$ cat src/rtl/matrix_element_buffer.sv
// Matrix staging buffer in front of the FPU datapath.
// A load command captures an M x N matrix streamed in row-major order.
// A store command replays the held matrix with row/column tags.
// The shared packages are kept in this file so the block stands alone.

package bit_width;
    localparam int INWIDTH = 16;
endpackage

package matrix_pkg;
    typedef enum logic [1:0] {
        MAT_NOP   = 2'd0,
        MAT_LOAD  = 2'd1,
        MAT_STORE = 2'd2
    } matrix_operation_t;
endpackage

// Handshake semantics, identical on all three channels (op, in, out):
// a transfer happens on a rising clk edge where valid && ready are both
// high. The producer holds valid and its payload stable until that edge.
// The ready signals here depend only on the registered state, never on
// the matching valid.
module matrix_element_buffer
    import matrix_pkg::*;
#(
    parameter int M      = 3,
    parameter int N      = 3,
    parameter int DATA_W = bit_width::INWIDTH
) (
    input  logic                                 clk,
    input  logic                                 reset_n,
    input  matrix_operation_t                    op_in,
    input  logic                                 op_valid,
    output logic                                 op_ready,
    input  logic [DATA_W-1:0]                    in_data,
    input  logic                                 in_valid,
    output logic                                 in_ready,
    output logic [DATA_W-1:0]                    out_data,
    output logic [((M > 1) ? $clog2(M) : 1)-1:0] out_row,
    output logic [((N > 1) ? $clog2(N) : 1)-1:0] out_col,
    output logic                                 out_valid,
    input  logic                                 out_ready,
    output logic                                 busy,
    output logic                                 full,
    output logic                                 load_done,
    output logic                                 store_done,
    output logic                                 cmd_error,
    output logic [1:0]                           state_dbg
);

    localparam int DEPTH = M * N;
    localparam int IDX_W = (DEPTH > 1) ? $clog2(DEPTH) : 1;
    localparam int ROW_W = (M > 1) ? $clog2(M) : 1;
    localparam int COL_W = (N > 1) ? $clog2(N) : 1;
    // A single-element matrix still has a 1-bit index, so give the array
    // two slots to keep index width and array size consistent; the second
    // slot is never written.
    localparam int BUF_D = (DEPTH > 1) ? DEPTH : 2;

    localparam logic [IDX_W-1:0] LAST_IDX = IDX_W'(DEPTH - 1);
    localparam logic [COL_W-1:0] LAST_COL = COL_W'(N - 1);

    typedef enum logic [1:0] {
        S_IDLE  = 2'd0,
        S_LOAD  = 2'd1,
        S_FULL  = 2'd2,
        S_STORE = 2'd3
    } state_t;

    state_t             state;
    logic [IDX_W-1:0]   idx;
    logic [ROW_W-1:0]   row;
    logic [COL_W-1:0]   col;
    logic [IDX_W-1:0]   idx_nxt;
    logic [ROW_W-1:0]   row_nxt;
    logic [COL_W-1:0]   col_nxt;
    logic [DATA_W-1:0]  buffer [BUF_D];

    // Row-major position following the current one (col wraps, then row steps).
    always_comb begin
        idx_nxt = idx + 1'b1;
        row_nxt = row;
        col_nxt = col + 1'b1;
        if (col == LAST_COL) begin
            col_nxt = '0;
            row_nxt = row + 1'b1;
        end
    end

    // Control FSM, element counters, done/error pulses and the element store.
    always_ff @(posedge clk or negedge reset_n) begin
        if (!reset_n) begin
            state      <= S_IDLE;
            idx        <= '0;
            row        <= '0;
            col        <= '0;
            load_done  <= 1'b0;
            store_done <= 1'b0;
            cmd_error  <= 1'b0;
            for (int i = 0; i < BUF_D; i++) begin
                buffer[i] <= '0;
            end
        end else begin
            load_done  <= 1'b0;
            store_done <= 1'b0;
            cmd_error  <= 1'b0;
            case (state)
                S_IDLE: begin
                    if (op_valid) begin
                        case (op_in)
                            MAT_LOAD: begin
                                state <= S_LOAD;
                                idx   <= '0;
                                row   <= '0;
                                col   <= '0;
                            end
                            MAT_NOP:  ;
                            // Nothing is held yet, so a store is illegal here.
                            default:  cmd_error <= 1'b1;
                        endcase
                    end
                end
                S_LOAD: begin
                    if (in_valid) begin
                        buffer[idx] <= in_data;
                        if (idx == LAST_IDX) begin
                            state     <= S_FULL;
                            load_done <= 1'b1;
                            idx       <= '0;
                            row       <= '0;
                            col       <= '0;
                        end else begin
                            idx <= idx_nxt;
                            row <= row_nxt;
                            col <= col_nxt;
                        end
                    end
                end
                S_FULL: begin
                    if (op_valid) begin
                        case (op_in)
                            MAT_LOAD: begin
                                state <= S_LOAD;
                                idx   <= '0;
                                row   <= '0;
                                col   <= '0;
                            end
                            MAT_STORE: state <= S_STORE;
                            // Dropping the matrix is logical only; data stays.
                            MAT_NOP:   state <= S_IDLE;
                            default:   cmd_error <= 1'b1;
                        endcase
                    end
                end
                S_STORE: begin
                    if (out_ready) begin
                        if (idx == LAST_IDX) begin
                            state      <= S_FULL;
                            store_done <= 1'b1;
                            idx        <= '0;
                            row        <= '0;
                            col        <= '0;
                        end else begin
                            idx <= idx_nxt;
                            row <= row_nxt;
                            col <= col_nxt;
                        end
                    end
                end
                default: state <= S_IDLE;
            endcase
        end
    end

    // Status and handshake outputs decode straight from the state register.
    assign op_ready  = (state == S_IDLE) || (state == S_FULL);
    assign in_ready  = (state == S_LOAD);
    assign out_valid = (state == S_STORE);
    assign busy      = (state == S_LOAD) || (state == S_STORE);
    assign full      = (state == S_FULL);
    assign state_dbg = state;

    // Store payload follows the registered position, so it is stable while stalled.
    assign out_data = buffer[idx];
    assign out_row  = row;
    assign out_col  = col;

endmodule
$ cat config.mk
export PLATFORM = sky130hd
export DESIGN_NAME = matrix_element_buffer
export DESIGN_NICKNAME = d
export VERILOG_FILES = /design/src/rtl/matrix_element_buffer.sv
export SDC_FILE = /design/constraint.sdc
export NUM_CORES = 1
export LEC_CHECK = 0
export CORE_ASPECT_RATIO = 1.75
export CORE_MARGIN = 2
export CORE_UTILIZATION = 50
export DETAILED_ROUTE_END_ITERATION = 8
export PLACE_DENSITY = 0.81
export SYNTH_ARGS = -nofsm -noshare
export SYNTH_HDL_FRONTEND = slang
export SYNTH_SLANG_ARGS = --single-unit
$ cat constraint.sdc
create_clock -name clk -period 1.8 [get_ports clk]
set_input_delay 0.18 -clock clk [delete_from_list [all_inputs] [get_ports clk]]
set_output_delay 0.18 -clock clk [all_outputs]
set_load 0.01 [all_outputs]
==> reports/metrics.csv <==
stage;metric;value;unit
critical_path;r2r setup slk;-400;ps
timing;Pins Over Slew Limit;0;
hold_path;Hold Path Class;in2async;
clocking;Worst-path clk slew;70;ps
critical_path;Crit Path Category;reg2out;
route;total iterations of the first detailed-routing run;5;
place;Post-DP Area;8600;um2
timing;Max Clock Skew;9.21;ps
logic_synthesis;Avg Synthesized Cell Area;13.7;um2
timing;Final Worst Setup Slack;-540;ps
clocking;H-tree lvl count;4;
route;highest routed layer;met4;
timing;fmax;427;MHz
critical_path;Reg2Reg Depth;11;
clocking;TritonCTS clock tree;done;
job;maxcap violations;0;
route;drt via density;6.47;
logic_synthesis;Synth area leader;dfrtp_1;
layout;final core utilization;72.3;%
global_routing;antenna violations before repair;0;
die;core area;14700;um2
clocking;Root Buffer;clkbuf_16;
global_routing;vias in the first global route;6105;
route;met3 wire len;1520;um
place;worst slack, placed;-384;ps
logic_synthesis;unique cell type count in the Yosys netlist;42;
route;drt wl/cell;29.0;um
route;1st-iter DRT viols;536;
critical_path;Max Fanout on Critical Path;8;
logic_synthesis;post-synth top area share;52.7;%
global_routing;Overall Global Routing Usage;30.9;%
global_routing;first-pass GRT wire length;35700;um
logic_synthesis;FF+latch count, synth;157;
logic_synthesis;cell area after synthesis;7450;um2
timing;Final Hold Fails;0;
run_status;failing checks;setup timing;
timing;Final Cycle Share;130;%
place;Port Buffers;52;
die;FP Rows;59;
die;I/O pin total;53;
logic_synthesis;top post-synthesis cells by area;dfrtp_1 (53%), mux2_2 (20%), mux2i_1 (4.8%), mux2_1 (4.7%), mux2_4 (2.0%);
global_routing;largest net degree at the start of global routing;67;
logic_synthesis;most common flop cell mapped by yosys;dfrtp_1;
run_status;status;finished with violations;
clocking;CTS max path bufs;2;
clocking;CTS buffer count;17;
place;Final GP Congestion;0.777;
critical_path;CP startpoint kind;register;
logic_synthesis;Seq/Total Area, Yosys;52.7;%
die;Initial Util;50.7;%
power;peak supply drop;1290;uV
power;Pleak;4.78;nW
logic_synthesis;Cells after Synth;544;
layout;post-route cell area;10600;um2
timing;Least-Margin Pin Slew;471;ps
critical_path;worst endpoint required time;1620;ps
critical_path;end of the worst register-to-register path;buffer[71];
power;Total Power;21.2;mW
timing;min cycle time layout;2340;ps
timing;WHS;204;ps
critical_path;Worst Path Arrival;2160;ps
route;DRC;0;
critical_path;reg2reg start;idx[0];
route;final WL;25100;um
power;pwr dens;2000;nW/um2
critical_path;Setup crit end kind;output pin;
die;die width;96.3;um
global_routing;grt total ovfl;0;
place;DP Wirelength;11800;um
route;Routed Antenna Nets;0;
layout;Ant. Diodes;0;
logic_synthesis;Ys Warns;0;
die;die area;15900;um2
layout;share of cells above drive strength 1;56.5;%
layout;Area growth syn-to-layout;42.5;%
clocking;CTS sink cnt;157;
layout;Final nets;699;
logic_synthesis;share of synthesized registers carrying an async set or reset;100;%
route;Metal-1 WL;8900;um
route;total vias in the final route;5601;
logic_synthesis;net count of the mapped netlist;571;
timing;Setup Viol. Count Final;153;
clocking;clk_lat worst skew;440;ps
timing;RSZ-0062 raised after global routing;true;
route;met2 WL;12900;um
timing;Slew Limit Headroom;68.5;%
die;Die Ht;166;um
logic_synthesis;Post-synth EDFFs;0;
cells in the final DEF, fill, tap and decap left out, types with 5 or more instances in the layout:
master | netlist | routed
buf_2 | 11 | 17
mux2_2 | 133 | 51
o21ai_0 | 20 | 7
clkbuf_16 | 0 | 19
buf_12 | 3 | 20
mux2i_1 | 36 | 34
a21oi_2 | 0 | 7
buf_6 | 4 | 28
a221oi_2 | 0 | 8
clkdlybuf4s50_1 | 0 | 32
o32ai_2 | 0 | 13
o21ai_1 | 0 | 9
nor2_1 | 10 | 7
nand3_1 | 7 | 5
buf_8 | 0 | 10
dfrtp_1 | 157 | 154
buf_4 | 4 | 26
a221oi_4 | 0 | 6
mux2_4 | 10 | 123
a21oi_1 | 17 | 10
nand2_1 | 9 | 9
per-layer routing:
| metal | vias to the layer above | GRT usage [%] |
|---|---|---|
| met1 | 2879 | 34.2 |
| li1 | 2283 | - |
| met5 | - | 0 |
| met3 | 134 | 6.94 |
| met2 | 305 | 50.7 |
| met4 | 0 | 23.4 |
where the power goes:
part           switching (mW)  internal [mW]  total, mW
Combinational            5.10           6.24       11.3
Sequential               1.20           5.11       6.30
Clock                    1.53           2.04       3.57
what timing repair did:
item / CTS / global route
resized for setup: 274 / 76
pin swaps: 33 / 18
setup endpoints to repair: 148 / 147
setup buffers: 17 / 9
gates cloned: 10 / 3
hold buffers: 1 / 0
hold endpoints to repair: 34 / 0
cell type report:
type                       count  area [um2]
inverter                       7        43.8
fill                         778        4070
timing repair buffer         144        1710
tap                          183         229
clock buffer                  22         484
sequential                   157        3930
multi-input combinational    345        4140
clock inverter                 8        83.8
kinds of logic after synthesis:
family	count (synthesis)	share of synthesized area, %
AOI/OAI and AO/OA	75	6.77
adders and majority gates	4	0.672
buffers and inverters	42	3.56
DFF	157	52.7
muxes	210	31.6
and+or+nand+nor	56	4.65
synth_stat cells, types with 5 or more instances:
master and number:
mux2i_1 36, o21ai_0 20, mux2_1 31, nand2_1 9, a21oi_1 17, inv_1 7
buf_2 11, dfrtp_1 157, o32ai_1 15, mux2_4 10, nor2_1 10, a221oi_1 14
nand3_1 7, clkbuf_1 12, mux2_2 133, nor2b_1 5
how the worst max path moves through the flow:
stage | slack [ps] | endpoint | startpoint
2_1_floorplan | 3 | buffer[10] | idx[0]
3_3_place_gp | -350 | out_data[12] | idx[0]
3_5_place_dp | -380 | out_data[5] | idx[0]
4_1_cts | -460 | out_data[5] | idx[0]
5_1_grt | -560 | out_data[5] | idx[0]
6_report | -540 | out_data[12] | idx[0]
stage by stage:
stage,TNS (ps),std cells
finish,-38340,866
global route,-40310,866
CTS,-20730,856
detailed placement,-23890,800
global placement,-17740,800
floorplan,0,544
registers in the layout (all words and copies together) (netlist names):
register / count
buffer: 144
out_row: 2
store_done: 1
idx: 4
state_dbg: 2
out_col: 2
cmd_error: 1
load_done: 1
critical path, stage by stage, from the launching register on:
cell	delay [ps]
dfrtp_2	430
buf_12	160
buf_16	150
buf_12	130
mux2i_1	120
o21ai_1	180
a21oi_2	50
o32ai_2	300
buf_2	190
(Power assumes the default switching activity.)
